$ cat config.mk
export PLATFORM = sky130hd
export DESIGN_NAME = adc_snapshot_ctrl_flat
export DESIGN_NICKNAME = d
export VERILOG_FILES = /design/src/rtl/adc_snap_pkg.sv /design/src/rtl/adc_snapshot_ctrl_if.sv /design/src/rtl/snap_trig_detect.sv /design/src/rtl/adc_snapshot_ctrl.sv /design/src/flat_wrapper.sv
export SDC_FILE = /design/constraint.sdc
export NUM_CORES = 1
export LEC_CHECK = 0
export ABC_AREA = 0
export ABC_CLOCK_PERIOD_IN_PS = 10080
export CELL_PAD_IN_SITES_DETAIL_PLACEMENT = 1
export CELL_PAD_IN_SITES_GLOBAL_PLACEMENT = 1
export CORE_AREA = 2 2 276 278
export CTS_CLUSTER_DIAMETER = 150
export DETAILED_ROUTE_END_ITERATION = 16
export DIE_AREA = 0 0 278 280
export HOLD_SLACK_MARGIN = 0.02
export PLACE_DENSITY_LB_ADDON = 0.12
export SLEW_MARGIN = 15
export SYNTH_ARGS = -nofsm -noshare
export SYNTH_HDL_FRONTEND = slang
export SYNTH_SLANG_ARGS = --single-unit
$ cat constraint.sdc
create_clock -name fpga_clk -period 10.08 [get_ports fpga_clk]
set_input_delay 2.016 -clock fpga_clk [delete_from_list [all_inputs] [get_ports fpga_clk]]
set_output_delay 2.016 -clock fpga_clk [all_outputs]
set_load 0.005 [all_outputs]
$ cat src/rtl/adc_snap_pkg.sv
// Shared types for the ADC snapshot controller: FSM state and trigger mode encodings.
package adc_snap_pkg;

    typedef enum logic [1:0] {
        ST_IDLE      = 2'd0,
        ST_WAIT_TRIG = 2'd1,
        ST_CAPTURE   = 2'd2,
        ST_DONE      = 2'd3
    } snap_state_t;

    typedef enum logic [1:0] {
        TRIG_IMMEDIATE = 2'd0,
        TRIG_EXTERNAL  = 2'd1,
        TRIG_THRESHOLD = 2'd2,
        TRIG_RESERVED  = 2'd3
    } trig_mode_t;

endpackage

$ cat src/rtl/adc_snapshot_ctrl_if.sv
// BRAM write port driven by the snapshot controller (master) into the capture memory (slave).
interface adc_snapshot_ctrl_if #(
    parameter int ADDR_WIDTH = 10,
    parameter int DATA_WIDTH = 128
);
    logic [ADDR_WIDTH-1:0] bram_addr;
    logic [DATA_WIDTH-1:0] bram_din;
    logic                  bram_we;

    modport master (output bram_addr, output bram_din, output bram_we);
    modport slave  (input  bram_addr, input  bram_din, input  bram_we);
endinterface

$ cat src/rtl/snap_trig_detect.sv
// Per-beat threshold detector: hit when any signed sample in the beat is >= threshold.
module snap_trig_detect #(
    parameter int N_SAMPLES    = 8,
    parameter int SAMPLE_WIDTH = 16
) (
    input  logic [N_SAMPLES*SAMPLE_WIDTH-1:0] beat,
    input  logic [SAMPLE_WIDTH-1:0]           threshold,
    output logic                              hit
);

    logic signed [SAMPLE_WIDTH-1:0] sample;

    always_comb begin
        hit    = 1'b0;
        sample = '0;
        for (int i = 0; i < N_SAMPLES; i++) begin
            sample = beat[i*SAMPLE_WIDTH +: SAMPLE_WIDTH];
            if (sample >= $signed(threshold)) begin
                hit = 1'b1;
            end
        end
    end

endmodule

$ cat src/rtl/adc_snapshot_ctrl.sv
// Arm/trigger/capture controller writing one selected ADC stream into a BRAM.
//   state        | meaning
//   ST_IDLE      | no capture pending
//   ST_WAIT_TRIG | armed, waiting for trigger on a valid beat of the selected channel
//   ST_CAPTURE   | writing every valid beat of the selected channel
//   ST_DONE      | capture finished (length reached or stall watchdog), holds until arm
module adc_snapshot_ctrl
    import adc_snap_pkg::*;
#(
    parameter int N_CH         = 4,
    parameter int N_SAMPLES    = 8,
    parameter int SAMPLE_WIDTH = 16,
    parameter int ADDR_WIDTH   = 10
) (
    input  logic                                  fpga_clk,
    input  logic                                  arst_n,
    input  logic [N_CH*N_SAMPLES*SAMPLE_WIDTH-1:0] s_axis_tdata,
    input  logic [N_CH-1:0]                       s_axis_tvalid,
    input  logic [((N_CH > 1) ? $clog2(N_CH) : 1)-1:0] ch_sel,
    input  logic [1:0]                            trig_mode,
    input  logic [SAMPLE_WIDTH-1:0]               threshold,
    input  logic [ADDR_WIDTH-1:0]                 capture_len,
    input  logic                                  arm,
    input  logic                                  abort,
    input  logic                                  ext_trig,
    adc_snapshot_ctrl_if.master                   bram,
    output logic                                  busy,
    output logic                                  done,
    output logic [ADDR_WIDTH:0]                   words_written,
    output logic                                  overflow_err
);

    localparam int BEAT_W = N_SAMPLES * SAMPLE_WIDTH;
    localparam int CH_W   = (N_CH > 1) ? $clog2(N_CH) : 1;
    localparam logic [ADDR_WIDTH:0] FULL_LEN = {1'b1, {ADDR_WIDTH{1'b0}}};

    snap_state_t           state, state_nxt;
    logic [CH_W-1:0]       cfg_ch;
    trig_mode_t            cfg_mode;
    logic [SAMPLE_WIDTH-1:0] cfg_thr;
    logic [ADDR_WIDTH-1:0] cfg_len;
    logic [ADDR_WIDTH-1:0] wd_cnt;

    logic [BEAT_W-1:0]     ch_beat [N_CH];
    logic [BEAT_W-1:0]     sel_beat;
    logic                  sel_valid;
    logic                  thr_hit;
    logic                  fire;
    logic                  accept;
    logic                  load_cfg;
    logic                  wd_expire;
    logic [ADDR_WIDTH:0]   len_full;

    for (genvar k = 0; k < N_CH; k++) begin : g_ch
        assign ch_beat[k] = s_axis_tdata[k*BEAT_W +: BEAT_W];
    end

    // Explicit compare-mux keeps an out-of-range ch_sel from ever selecting anything.
    always_comb begin
        sel_valid = 1'b0;
        sel_beat  = '0;
        for (int k = 0; k < N_CH; k++) begin
            if (cfg_ch == CH_W'(k)) begin
                sel_valid = s_axis_tvalid[k];
                sel_beat  = ch_beat[k];
            end
        end
    end

    snap_trig_detect #(
        .N_SAMPLES    (N_SAMPLES),
        .SAMPLE_WIDTH (SAMPLE_WIDTH)
    ) u_trig_detect (
        .beat      (sel_beat),
        .threshold (cfg_thr),
        .hit       (thr_hit)
    );

    assign len_full = (cfg_len == '0) ? FULL_LEN : {1'b0, cfg_len};

    always_comb begin
        fire = 1'b0;
        case (cfg_mode)
            TRIG_EXTERNAL:  fire = sel_valid && ext_trig;
            TRIG_THRESHOLD: fire = sel_valid && thr_hit;
            default:        fire = sel_valid;
        endcase
    end

    always_comb begin
        state_nxt = state;
        accept    = 1'b0;
        load_cfg  = 1'b0;
        wd_expire = 1'b0;
        if (abort) begin
            state_nxt = ST_IDLE;
        end else begin
            case (state)
                ST_IDLE, ST_DONE: begin
                    if (arm) begin
                        state_nxt = ST_WAIT_TRIG;
                        load_cfg  = 1'b1;
                    end
                end
                ST_WAIT_TRIG: begin
                    if (fire) begin
                        accept    = 1'b1;
                        state_nxt = ST_CAPTURE;
                    end
                end
                ST_CAPTURE: begin
                    // Final word is already on the write port; stop before accepting more.
                    if (words_written == len_full) begin
                        state_nxt = ST_DONE;
                    end else if (sel_valid) begin
                        accept = 1'b1;
                    end else if (wd_cnt == '0) begin
                        wd_expire = 1'b1;
                        state_nxt = ST_DONE;
                    end
                end
                default: state_nxt = ST_IDLE;
            endcase
        end
    end

    always_ff @(posedge fpga_clk or negedge arst_n) begin
        if (!arst_n) begin
            state <= ST_IDLE;
        end else begin
            state <= state_nxt;
        end
    end

    always_ff @(posedge fpga_clk or negedge arst_n) begin
        if (!arst_n) begin
            bram.bram_we   <= 1'b0;
            bram.bram_addr <= '0;
            bram.bram_din  <= '0;
            words_written  <= '0;
            overflow_err   <= 1'b0;
            cfg_ch         <= '0;
            cfg_mode       <= TRIG_IMMEDIATE;
            cfg_thr        <= '0;
            cfg_len        <= '0;
            wd_cnt         <= '1;
        end else begin
            bram.bram_we <= accept;
            if (accept) begin
                bram.bram_addr <= words_written[ADDR_WIDTH-1:0];
                bram.bram_din  <= sel_beat;
                words_written  <= words_written + 1'b1;
            end
            if (load_cfg) begin
                cfg_ch        <= ch_sel;
                cfg_mode      <= trig_mode_t'(trig_mode);
                cfg_thr       <= threshold;
                cfg_len       <= capture_len;
                words_written <= '0;
                overflow_err  <= 1'b0;
            end
            if (wd_expire) begin
                overflow_err <= 1'b1;
            end
            // Stall watchdog: reloads on every accepted beat, counts down idle capture cycles.
            if (accept || state != ST_CAPTURE) begin
                wd_cnt <= '1;
            end else begin
                wd_cnt <= wd_cnt - 1'b1;
            end
        end
    end

    assign busy = (state == ST_WAIT_TRIG) || (state == ST_CAPTURE);
    assign done = (state == ST_DONE);

endmodule
$ cat src/flat_wrapper.sv
// flat-port wrapper written by rule: the top's interface ports become plain ports
module adc_snapshot_ctrl_flat import adc_snap_pkg::*;
#(
    parameter int N_CH         = 4,
    parameter int N_SAMPLES    = 8,
    parameter int SAMPLE_WIDTH = 16,
    parameter int ADDR_WIDTH   = 10
)
  (fpga_clk, arst_n, s_axis_tdata, s_axis_tvalid, ch_sel, trig_mode, threshold, capture_len, arm, abort, ext_trig, busy, done, words_written, overflow_err, bram_bram_addr, bram_bram_din, bram_bram_we);
  adc_snapshot_ctrl_if #(.ADDR_WIDTH(ADDR_WIDTH)) bram_i ();
  input  logic fpga_clk;
  input  logic arst_n;
  input  logic [N_CH*N_SAMPLES*SAMPLE_WIDTH-1:0] s_axis_tdata;
  input  logic [N_CH-1:0] s_axis_tvalid;
  input  logic [((N_CH > 1) ? $clog2(N_CH) : 1)-1:0] ch_sel;
  input  logic [1:0] trig_mode;
  input  logic [SAMPLE_WIDTH-1:0] threshold;
  input  logic [ADDR_WIDTH-1:0] capture_len;
  input  logic arm;
  input  logic abort;
  input  logic ext_trig;
  output logic busy;
  output logic done;
  output logic [ADDR_WIDTH:0] words_written;
  output logic overflow_err;
  output wire logic [$bits(bram_i.bram_addr)-1:0] bram_bram_addr;
  output wire logic [$bits(bram_i.bram_din)-1:0] bram_bram_din;
  output wire logic [$bits(bram_i.bram_we)-1:0] bram_bram_we;
  assign bram_bram_addr = bram_i.bram_addr;
  assign bram_bram_din = bram_i.bram_din;
  assign bram_bram_we = bram_i.bram_we;
  adc_snapshot_ctrl #(.N_CH(N_CH), .N_SAMPLES(N_SAMPLES), .SAMPLE_WIDTH(SAMPLE_WIDTH), .ADDR_WIDTH(ADDR_WIDTH)) u_core (.fpga_clk(fpga_clk), .arst_n(arst_n), .s_axis_tdata(s_axis_tdata), .s_axis_tvalid(s_axis_tvalid), .ch_sel(ch_sel), .trig_mode(trig_mode), .threshold(threshold), .capture_len(capture_len), .arm(arm), .abort(abort), .ext_trig(ext_trig), .bram(bram_i), .busy(busy), .done(done), .words_written(words_written), .overflow_err(overflow_err));
endmodule
After elaboration in Yosys (flattened, before gate mapping):

Cells that the tools add are included.

* output and inout bits: 153
* logic and storage cells: 90
* bits in registers: 193
* bits of input ports: 551

* order comparisons: 8
* eq/ne operators: 14
* reductions and logical operators: 12
* add/subtract/negate cells: 2
* muxes and demuxes: 43

Operator list (number)
* $mux W128: 4
* $ge A16 B16 Y1: 8
* $mux W11: 3
* $mux W1: 26
* $logic_not A10 Y1: 2
* $mux W2: 6
* $add A11 B1 Y11 const B: 1
* $eq A11 B11 Y1: 1
* $eq A2 B2 Y1 const B: 5
* $mux W10: 1
* $sub A10 B1 Y10 const B: 1
* $eq A2 B1 Y1 const B: 3
* $pmux W2 S3: 1
* $logic_not A2 Y1: 2
* $ne A4 B2 Y1 const B: 1
* $ne A4 B4 Y1 const B: 1
* $pmux W1 S2: 2
* $reduce_and A4 Y1: 1
* $reduce_bool A2 Y1: 2
* $ne A3 B2 Y1 const B: 1
* $ne A3 B3 Y1 const B: 1
* $logic_and A1 B1 Y1: 2
* $logic_or A1 B1 Y1: 2
* $ne A2 B2 Y1 const B: 1
* $reduce_or A2 Y1: 1

Depth between registers and ports, before layout:

Gate-level depths: netlist of the first run.

* depth in word-level cells: 21
* gate-level depth with buffers: 18
* gate-level depth less buffers: 13

Modules after synthesis:

A second synthesis of the first run with hierarchy kept.

* cell total of the unflattened synthesis: 1102
* area total of the unflattened synthesis: 13833.3 um^2

Modules (own cells, without submodules)
* adc_snapshot_ctrl: area an instance 10963.0 um^2, times used 1, cells each 751, sequential area each 4842.1 um^2
* snap_trig_detect: area an instance 2870.3 um^2, times used 1, cells each 351, sequential area each 0.0 um^2

Least setup slack after synthesis of the first run:

No wires, ideal clock.

* kind: input -> register
* start: input port s_axis_tdata[393]
* end: register u_core.bram.bram_din[100]
* path buffers: 2
* library setup time: 0.125 ns
* data arrival time: 5.019 ns
* data required time: 9.955 ns
* path slack: 4.936 ns
* stages: 14
* cells stage by stage: mux4_2 > ha_1 > a21o_1 > nand3_1 > a21oi_1 > or4b_1 > a221oi_2 > nand4_2 > o2111ai_2 > and2_2 > inv_2 > buf_6 > buf_6 > mux2_4

* longest elaborated chain between the ends: 15

RTL lines
* from (decl): RTL line flat_wrapper.sv:13 `input logic [N_CH*N_SAMPLES*SAMPLE_WIDTH-1:0] s_axis_tdata;`
* $mux W128: RTL line adc_snapshot_ctrl.sv:63 `if (cfg_ch == CH_W'(k)) begin`
* $ge A16 B16 Y1: RTL line snap_trig_detect.sv:18 `if (sample >= $signed(threshold)) begin`
* $mux W1 (8 in a row): RTL line snap_trig_detect.sv:18
* $logic_and A1 B1 Y1: RTL line adc_snapshot_ctrl.sv:85 `TRIG_THRESHOLD: fire = sel_valid && thr_hit;`
* $pmux W1 S2: RTL line adc_snapshot_ctrl.sv:83 `case (cfg_mode)`
* $mux W1: RTL line adc_snapshot_ctrl.sv:106 `if (fire) begin`
* $pmux W1 S2: RTL line adc_snapshot_ctrl.sv:98 `case (state)`
* $mux W1: RTL line adc_snapshot_ctrl.sv:95 `if (abort) begin`
* to (signal assigned): RTL line adc_snapshot_ctrl.sv:151 `bram.bram_din <= sel_beat;`
* to (decl): RTL line adc_snapshot_ctrl_if.sv:10 `modport master (output bram_addr, output bram_din, output bram_we);`

No other way between the ends.
A chain may end at the register's enable or synchronous reset.

Worst setup path after layout of the first run:

* start: input port s_axis_tdata[29]
* end: register u_core.bram.bram_din[68]

* longest elaborated chain between the ends: 17

RTL lines
* $mux W128 (4 in a row): RTL line adc_snapshot_ctrl.sv:63
* net u_core.sel_beat[29]: RTL line adc_snapshot_ctrl.sv:45 `logic [BEAT_W-1:0] sel_beat;`
* $ge A16 B16 Y1: RTL line snap_trig_detect.sv:18
* $mux W1 (7 in a row): RTL line snap_trig_detect.sv:18
* $logic_and A1 B1 Y1: RTL line adc_snapshot_ctrl.sv:85
* $pmux W1 S2: RTL line adc_snapshot_ctrl.sv:83
* $mux W1: RTL line adc_snapshot_ctrl.sv:106
* $pmux W1 S2: RTL line adc_snapshot_ctrl.sv:98
* $mux W1: RTL line adc_snapshot_ctrl.sv:95

The timed path passes the listed nets, and every way through them passes these cells.

==> flow_results.xml, run 1 <==
<?xml version="1.0" encoding="UTF-8"?>
<metrics>
  <group name="synth">
    <metric name="synth.ff_latch_count" unit="">193</metric>
    <metric name="synthesis.nets" unit="">1778</metric>
    <metric name="synthDistinctLibCells" unit="">60</metric>
    <metric name="ys.flop_type" unit="">dfrtp_1</metric>
    <metric name="number_of_flops_mapped_to_enable_cells_by_yosys" unit="">0</metric>
    <metric name="avg_inst_size_synth" unit="sq um">12.8</metric>
    <metric name="ys.warnings.count" unit="">0</metric>
    <metric name="synth_async_sr_flop_share" unit="%">100</metric>
    <metric name="ranking_of_synthesized_cells_by_area" unit="">dfrtp_1 33%, mux4_2 21%, ha_1 12%, mux2_4 9.5%, mux2_2 3.4%</metric>
    <metric name="yosys.area.top_type_share" unit="%">32.7</metric>
    <metric name="cell_area_after_synthesis" unit="sq mm">0.0140</metric>
    <metric name="synth_top_area_cell" unit="">dfrtp_1</metric>
    <metric name="cell_count_after_synthesis" unit="">1092</metric>
    <metric name="yosysSeqAreaShare" unit="%">34.5</metric>
  </group>
  <group name="sta">
    <metric name="timing_hold_violations_final" unit="">0</metric>
    <metric name="drv_slew" unit="">0</metric>
    <metric name="post_route_setup_slack" unit="ps">2720</metric>
    <metric name="post_route_setup_tns" unit="ps">0</metric>
    <metric name="finClkSkew" unit="ps">19.6</metric>
    <metric name="post_route_minimum_period" unit="ps">7360</metric>
    <metric name="timing.final.crit_share" unit="%">73.0</metric>
    <metric name="grt_setup_unrepaired" unit="">false</metric>
    <metric name="max-slew-margin-rel" unit="%">27.2</metric>
    <metric name="achievable-frequency" unit="MHz">136</metric>
    <metric name="final_setup_violation_count" unit="">0</metric>
    <metric name="timing_worst_slew_pin_value" unit="ps">1090</metric>
  </group>
  <group name="routing">
    <metric name="drt_pre_antenna_iters" unit="">4</metric>
    <metric name="dr.first_iter.drc_count" unit="">463</metric>
    <metric name="ant_nets" unit="">0</metric>
    <metric name="detail_route.drc_violations" unit="">0</metric>
    <metric name="wire_per_inst" unit="um">26.6</metric>
    <metric name="vias_per_cell" unit="">4.46</metric>
    <metric name="routed-via-count" unit="">12300</metric>
    <metric name="totalWireLength" unit="mm">73.5</metric>
  </group>
  <group name="placed_design">
    <metric name="detailedPlacementHpwl" unit="mm">60.0</metric>
    <metric name="place_worst_setup_slack" unit="ps">2150</metric>
    <metric name="portBuffers" unit="">703</metric>
    <metric name="routabilityCongestion" unit="">0.754</metric>
  </group>
  <group name="global_route">
    <metric name="number_of_antenna_violations_at_the_first_check_in_global_routing" unit="">5</metric>
    <metric name="vias_in_the_first_global_route" unit="">14000</metric>
    <metric name="grt_remaining_overflow" unit="">0</metric>
    <metric name="grt_pass1_wl" unit="mm">103</metric>
    <metric name="grtUsageTotal" unit="%">18.8</metric>
    <metric name="grt_start_max_net_pins" unit="">82</metric>
  </group>
  <group name="setup_path">
    <metric name="crit_cells" unit="">16</metric>
    <metric name="r2r_start" unit="">u_core.cfg_ch[0]</metric>
    <metric name="critical_path.reg2reg.endpoint" unit="">u_core.bram.bram_din[68]</metric>
    <metric name="crit_start" unit="">s_axis_tdata[29]</metric>
    <metric name="rrSetupSlack" unit="ps">3550</metric>
    <metric name="worst_path_largest_cell_delay" unit="ps">770</metric>
    <metric name="timing.critical_path.from_type" unit="">input port</metric>
    <metric name="worstPathRequired" unit="ps">10470</metric>
    <metric name="crit_fanout" unit="">81</metric>
    <metric name="worstSetupPathType" unit="">in -&gt; reg</metric>
    <metric name="critical_path.n_buffers_inverters" unit="">5</metric>
    <metric name="worst-r2r-cell-count" unit="">16</metric>
    <metric name="cell_class_contributing_the_biggest_share_of_worst_path_delay" unit="">buffers and inverters</metric>
    <metric name="crit_path_end_kind" unit="">flop</metric>
    <metric name="critPathArrivalTime" unit="ps">7750</metric>
    <metric name="timing.critical_path.slowest_stage_cell" unit="">buf_4</metric>
    <metric name="crit_path_cell_trace" unit="">clkdlybuf4s50_1 -&gt; mux4_2 -&gt; ha_1 -&gt; nand4_1 -&gt; nor3_1 -&gt; a21oi_1 -&gt; nand4_1 -&gt; nor3_1 -&gt; nand4_1 -&gt; o2111ai_2 -&gt; buf_4 -&gt; and2_2 -&gt; buf_4 -&gt; inv_8 -&gt; buf_4 -&gt; mux2_4</metric>
    <metric name="critical_path.endpoint" unit="">u_core.bram.bram_din[68]</metric>
  </group>
  <group name="finish">
    <metric name="layout_commonest_cell" unit="">clkdlybuf4s50_1</metric>
    <metric name="top_library_cells_by_usage_in_the_layout_fill_and_taps_aside" unit="">702 x clkdlybuf4s50_1, 181 x dfrtp_1, 135 x ha_1, 129 x mux4_2, 97 x nand2_1</metric>
    <metric name="area_added_between_synthesis_and_finish" unit="%">62.6</metric>
    <metric name="fin_nets" unit="">2459</metric>
    <metric name="final_layout_size_suffix_gt1_share" unit="%">18.5</metric>
  </group>
  <group name="clock_tree">
    <metric name="buffer_type_at_the_clock_tree_root" unit="">clkbuf_16</metric>
    <metric name="cts.clk_slew.worst_paths" unit="ps">90</metric>
    <metric name="tritoncts_clock_tree" unit="">yes</metric>
    <metric name="cts_num_sinks" unit="">193</metric>
    <metric name="deepest_clock_path_buffer_count" unit="">2</metric>
    <metric name="clkLatencyLatePin" unit="ps">500</metric>
    <metric name="htree_num_levels" unit="">4</metric>
    <metric name="postCtsSetupBuffers" unit="">0</metric>
    <metric name="cts_hold_buf" unit="">0</metric>
    <metric name="cts_inserted_buffers" unit="">17</metric>
    <metric name="cts_repair_resize_count" unit="">0</metric>
  </group>
  <group name="power">
    <metric name="leakage" unit="nW">9.01</metric>
    <metric name="power.density_cell_area" unit="mW/mm^2">268</metric>
    <metric name="irDropWorstVdd" unit="mV">0.149</metric>
  </group>
  <group name="worst_hold_path">
    <metric name="min_delay_path_depth" unit="">2</metric>
    <metric name="holdCritPathClass" unit="">reg -&gt; reg</metric>
  </group>
  <group name="floorplan">
    <metric name="placeable_core_area" unit="sq mm">0.0752</metric>
    <metric name="placementRows" unit="">101</metric>
    <metric name="die_height" unit="um">280</metric>
    <metric name="die_area" unit="sq mm">0.0778</metric>
    <metric name="start_util" unit="%">18.6</metric>
    <metric name="io_pins" unit="">704</metric>
    <metric name="chipWidth" unit="um">278</metric>
  </group>
  <group name="run_status">
    <metric name="outcome" unit="">completed</metric>
  </group>
  <group name="job">
    <metric name="max_cap_viol_count" unit="">0</metric>
  </group>
</metrics>
-- how the worst min path moves through the flow --
stage,startpoint,end,slack [ps]
3_5_place_dp,u_core.cfg_mode[1],u_core.cfg_mode[1],480
5_1_grt,u_core.bram.bram_addr[0],u_core.bram.bram_addr[0],530
6_report,u_core.cfg_mode[1],u_core.cfg_mode[1],490
2_1_floorplan,u_core.cfg_mode[1],u_core.cfg_mode[1],450
3_3_place_gp,u_core.wd_cnt[0],u_core.wd_cnt[0],470
4_1_cts,u_core.cfg_mode[1],u_core.cfg_mode[1],500
-- registers in the layout, indices dropped and copies added (netlist names) --
| signal | flops |
|---|---|
| u_core.bram.bram_din | 128 |
| u_core.words_written | 11 |
| u_core.cfg_thr | 16 |
| u_core.cfg_mode | 2 |
| u_core.cfg_ch | 2 |
| u_core.wd_cnt | 10 |
| u_core.bram.bram_we | 1 |
| u_core.cfg_len | 10 |
| u_core.state | 2 |
| u_core.bram.bram_addr | 10 |
| u_core.overflow_err | 1 |
-- layer usage --
metal	routed length [um]	track usage, %	vias up
li1	-	-	5612
met1	29700	21.8	6265
met2	38400	34.1	400
met3	4140	4.96	51
met4	1240	4.49	6
met5	41	0	-
-- kinds of logic after synthesis --
family	count (synthesis)	synth area share, %
fa+ha+maj	135	12.0
mux	268	34.2
simple gates	226	7.96
compound gates	157	7.01
flops	193	34.5
buf+inv	95	3.12
xor+xnor	18	1.12
-- synthesized netlist by cell type, drive strengths merged (25+ instances only) --
| library cell | instances |
|---|---|
| buf | 32 |
| clkbuf | 25 |
| a21oi | 58 |
| ha | 135 |
| dfrtp | 183 |
| nand3 | 34 |
| nand2 | 97 |
| nand4 | 33 |
| inv | 38 |
| o21ai | 37 |
| mux4 | 129 |
| mux2 | 131 |
-- where the power goes --
group / switching, mW / internal (mW)
sequential: 0.237 / 1.10
clock: 0.406 / 0.342
combinational: 2.00 / 2.02
total: 2.65 / 3.45
-- worst reg2reg max path, stage by stage, from the launching register on --
cell	delay [ps]
dfrtp_4	460
buf_12	390
mux4_2	880
ha_1	340
nand4_1	230
nor3_1	640
a21oi_1	150
nand4_1	180
nor3_1	80
nand4_1	340
o2111ai_2	180
buf_4	210
and2_2	210
buf_4	260
inv_8	470
buf_4	1000
mux2_4	410
-- metrics by stage --
step / instances / util (%) / power [mW] / hold WS [ps] / cell area, sq um
floorplan: 1092 / - / 3.50 / 450 / 14000
global placement: 2732 / 29.5 / 5.41 / 466 / 22200
detailed placement: 2732 / 29.5 / 5.48 / 479 / 22200
CTS: 2764 / 30.3 / 6.28 / 500 / 22800
global route: 2764 / 30.3 / 6.60 / 530 / 22800
finish: 2765 / 30.3 / 6.10 / 494 / 22800
-- final cells by class --
class,count,area (sq um)
Sequential cell,193,4850
Tap cell,978,1220
Inverter,38,150
Antenna cell,1,2.50
Timing Repair Buffer,719,7200
Multi-Input combinational cell,804,8750
Fill cell,8217,52400
Clock inverter,15,196
Clock buffer,17,425
Note: power is estimated with default switching activity, not from simulation.
==> inputs of run 2 (changes only) <==
--- a/config.mk
+++ b/config.mk
@@ -6,13 +6,13 @@
 export NUM_CORES = 1
 export LEC_CHECK = 0
 export ABC_AREA = 0
-export ABC_CLOCK_PERIOD_IN_PS = 10080
+export ABC_CLOCK_PERIOD_IN_PS = 7300
 export CELL_PAD_IN_SITES_DETAIL_PLACEMENT = 1
 export CELL_PAD_IN_SITES_GLOBAL_PLACEMENT = 1
-export CORE_AREA = 2 2 276 278
+export CORE_AREA = 2 2 273 275
 export CTS_CLUSTER_DIAMETER = 150
 export DETAILED_ROUTE_END_ITERATION = 16
-export DIE_AREA = 0 0 278 280
+export DIE_AREA = 0 0 275 277
 export HOLD_SLACK_MARGIN = 0.02
 export PLACE_DENSITY_LB_ADDON = 0.12
 export SLEW_MARGIN = 15
==> constraint.sdc (replaced) <==
create_clock -name fpga_clk -period 7.3 [get_ports fpga_clk]
set_input_delay 1.46 -clock fpga_clk [delete_from_list [all_inputs] [get_ports fpga_clk]]
set_output_delay 1.46 -clock fpga_clk [all_outputs]
set_load 0.005 [all_outputs]
==> run 2 against run 1 <==
Flip-flop and latch count stayed put; core utilization is 0.78 points higher; total power is 38% higher; clock power is 38% higher; count of clock-buffer cells in the layout is 1 higher; sequential power is 38% higher; global-route usage is 0.54 points higher; critical path depth is 1 lower; via count is 0.55% higher.
==> flow_results.xml, run 2 (same netlist as run 1, synthesis figures left out) <==
<?xml version="1.0" encoding="UTF-8"?>
<metrics>
  <group name="clock_tree">
    <metric name="clkLatencyLatePin" unit="ps">500</metric>
    <metric name="cts.clk_slew.worst_paths" unit="ps">80</metric>
    <metric name="cts_hold_buf" unit="">0</metric>
    <metric name="cts_repair_resize_count" unit="">0</metric>
    <metric name="postCtsSetupBuffers" unit="">0</metric>
    <metric name="tritoncts_clock_tree" unit="">yes</metric>
    <metric name="cts_inserted_buffers" unit="">17</metric>
    <metric name="htree_num_levels" unit="">4</metric>
    <metric name="deepest_clock_path_buffer_count" unit="">2</metric>
    <metric name="cts_num_sinks" unit="">193</metric>
    <metric name="buffer_type_at_the_clock_tree_root" unit="">clkbuf_16</metric>
  </group>
  <group name="routing">
    <metric name="wire_per_inst" unit="um">26.6</metric>
    <metric name="drt_pre_antenna_iters" unit="">4</metric>
    <metric name="detail_route.drc_violations" unit="">0</metric>
    <metric name="routed-via-count" unit="">12400</metric>
    <metric name="ant_nets" unit="">0</metric>
    <metric name="totalWireLength" unit="mm">73.5</metric>
    <metric name="dr.first_iter.drc_count" unit="">436</metric>
    <metric name="vias_per_cell" unit="">4.48</metric>
  </group>
  <group name="power">
    <metric name="power.density_cell_area" unit="mW/mm^2">367</metric>
    <metric name="irDropWorstVdd" unit="mV">0.152</metric>
    <metric name="leakage" unit="nW">9.07</metric>
  </group>
  <group name="floorplan">
    <metric name="die_area" unit="sq mm">0.0762</metric>
    <metric name="placeable_core_area" unit="sq mm">0.0736</metric>
    <metric name="die_height" unit="um">277</metric>
    <metric name="placementRows" unit="">100</metric>
    <metric name="start_util" unit="%">19.1</metric>
    <metric name="io_pins" unit="">704</metric>
    <metric name="chipWidth" unit="um">275</metric>
  </group>
  <group name="setup_path">
    <metric name="crit_path_end_kind" unit="">flop</metric>
    <metric name="worstPathRequired" unit="ps">7680</metric>
    <metric name="timing.critical_path.from_type" unit="">input port</metric>
    <metric name="worstSetupPathType" unit="">in -&gt; reg</metric>
    <metric name="crit_fanout" unit="">91</metric>
    <metric name="worst-r2r-cell-count" unit="">15</metric>
    <metric name="critPathArrivalTime" unit="ps">6330</metric>
  </group>
  <group name="finish">
    <metric name="largest-register" unit="">u_core.bram.bram_din</metric>
    <metric name="top_library_cells_by_usage_in_the_layout_fill_and_taps_aside" unit="">702 x clkdlybuf4s50_1, 181 x dfrtp_1, 135 x ha_1, 129 x mux4_2, 97 x nand2_1</metric>
    <metric name="layout_commonest_cell" unit="">clkdlybuf4s50_1</metric>
    <metric name="fin_util" unit="%">31.1</metric>
    <metric name="multi_input_area" unit="sq mm">0.00874</metric>
    <metric name="reg_top3" unit="">u_core.bram.bram_din (128), u_core.cfg_thr (16), u_core.words_written (11)</metric>
    <metric name="fin_nets" unit="">2468</metric>
    <metric name="largest_register_ff_count" unit="">128</metric>
    <metric name="seqCellArea" unit="sq mm">0.00485</metric>
    <metric name="fillers" unit="">8047</metric>
    <metric name="area_added_between_synthesis_and_finish" unit="%">63.2</metric>
    <metric name="final_layout_size_suffix_gt1_share" unit="%">18.9</metric>
  </group>
  <group name="sta">
    <metric name="post_route_setup_slack" unit="ps">1350</metric>
    <metric name="achievable-frequency" unit="MHz">168</metric>
    <metric name="final_setup_violation_count" unit="">0</metric>
    <metric name="timing_hold_violations_final" unit="">0</metric>
    <metric name="post_route_minimum_period" unit="ps">5950</metric>
    <metric name="grt_setup_unrepaired" unit="">false</metric>
    <metric name="timing.final.crit_share" unit="%">81.6</metric>
    <metric name="post_route_setup_tns" unit="ps">0</metric>
    <metric name="max-slew-margin-rel" unit="%">31.7</metric>
    <metric name="finClkSkew" unit="ps">18.9</metric>
    <metric name="timing_worst_slew_pin_value" unit="ps">1020</metric>
    <metric name="drv_slew" unit="">0</metric>
  </group>
  <group name="worst_hold_path">
    <metric name="min_delay_path_depth" unit="">1</metric>
    <metric name="holdCritPathClass" unit="">reg -&gt; reg</metric>
  </group>
  <group name="global_route">
    <metric name="grt_pass1_wl" unit="mm">104</metric>
    <metric name="grt_remaining_overflow" unit="">0</metric>
    <metric name="grt_start_max_net_pins" unit="">116</metric>
    <metric name="number_of_antenna_violations_at_the_first_check_in_global_routing" unit="">11</metric>
    <metric name="grtUsageTotal" unit="%">19.3</metric>
    <metric name="vias_in_the_first_global_route" unit="">14100</metric>
  </group>
  <group name="placed_design">
    <metric name="portBuffers" unit="">703</metric>
    <metric name="place_worst_setup_slack" unit="ps">639</metric>
    <metric name="routabilityCongestion" unit="">0.803</metric>
    <metric name="detailedPlacementHpwl" unit="mm">59.7</metric>
  </group>
  <group name="run_status">
    <metric name="outcome" unit="">completed</metric>
  </group>
  <group name="job">
    <metric name="max_cap_viol_count" unit="">0</metric>
  </group>
</metrics>
[run 2: cell count changes in the layout (fill, tap and decap cells not counted), sizes merged]
cell	delta
diode	+4
clkinv	+1
clkinvlp	-2
buf	+9
clkbuf	+1
[run 2: worst paths after layout]
check                                           endpoint               from  slack (ps)
worst min-delay path                    u_core.wd_cnt[0]   u_core.wd_cnt[0]         490
min in group asynchronous       u_core.bram.bram_din[88]             arst_n         920
worst max-delay path            u_core.bram.bram_din[67]  s_axis_tdata[318]        1350
worst max register to register  u_core.bram.bram_din[67]   u_core.cfg_ch[0]        1380
worst min register to register          u_core.wd_cnt[0]   u_core.wd_cnt[0]         490
max in group asynchronous               u_core.cfg_ch[0]             arst_n        5160
[run 2: per-stage QoR]
stage / instances / area, sq um / power [mW] / hold WS (ps)
3_5_place_dp: 2732 / 22200 / 7.52 / 476
6_report: 2769 / 22900 / 8.40 / 492
2_1_floorplan: 1092 / 14000 / 4.84 / 450
4_1_cts: 2764 / 22900 / 8.64 / 497
5_1_grt: 2768 / 22900 / 9.13 / 517
3_3_place_gp: 2732 / 22200 / 7.44 / 466
[run 2: area by class of cell]
cell class,count,share of cell area (%)
Inverter,38,0.656
Antenna cell,5,0.0547
Multi-Input combinational cell,804,38.2
Timing Repair Buffer,728,31.9
Sequential cell,193,21.2
Tap cell,969,5.30
Clock buffer,18,1.92
Clock inverter,14,0.777
[run 2: critical path, cell delays in order]
cell,delay [ps]
clkdlybuf4s50_1,470
mux4_2,550
ha_1,350
nand4_1,180
nor4_1,610
buf_4,220
a31oi_1,70
nand4_1,140
nor3_1,60
nand4_1,300
o2111ai_2,180
and2_2,260
inv_8,580
buf_4,470
mux2_4,340
[run 2: metal layers]
layer | global-route usage, % | vias up | part of all wire, %
met4 | 5.95 | 6 | 2.5
met2 | 33.2 | 419 | 50
met5 | 1.28 | - | 0.054
met3 | 5.16 | 64 | 6.5
li1 | - | 5634 | -
met1 | 23.2 | 6279 | 41
[run 2: where the power goes]
part	internal, mW	switching [mW]	leakage [nW]
sequential	1.51	0.319	2.39
combinational	2.81	2.73	6.37
clock	0.479	0.548	0.300
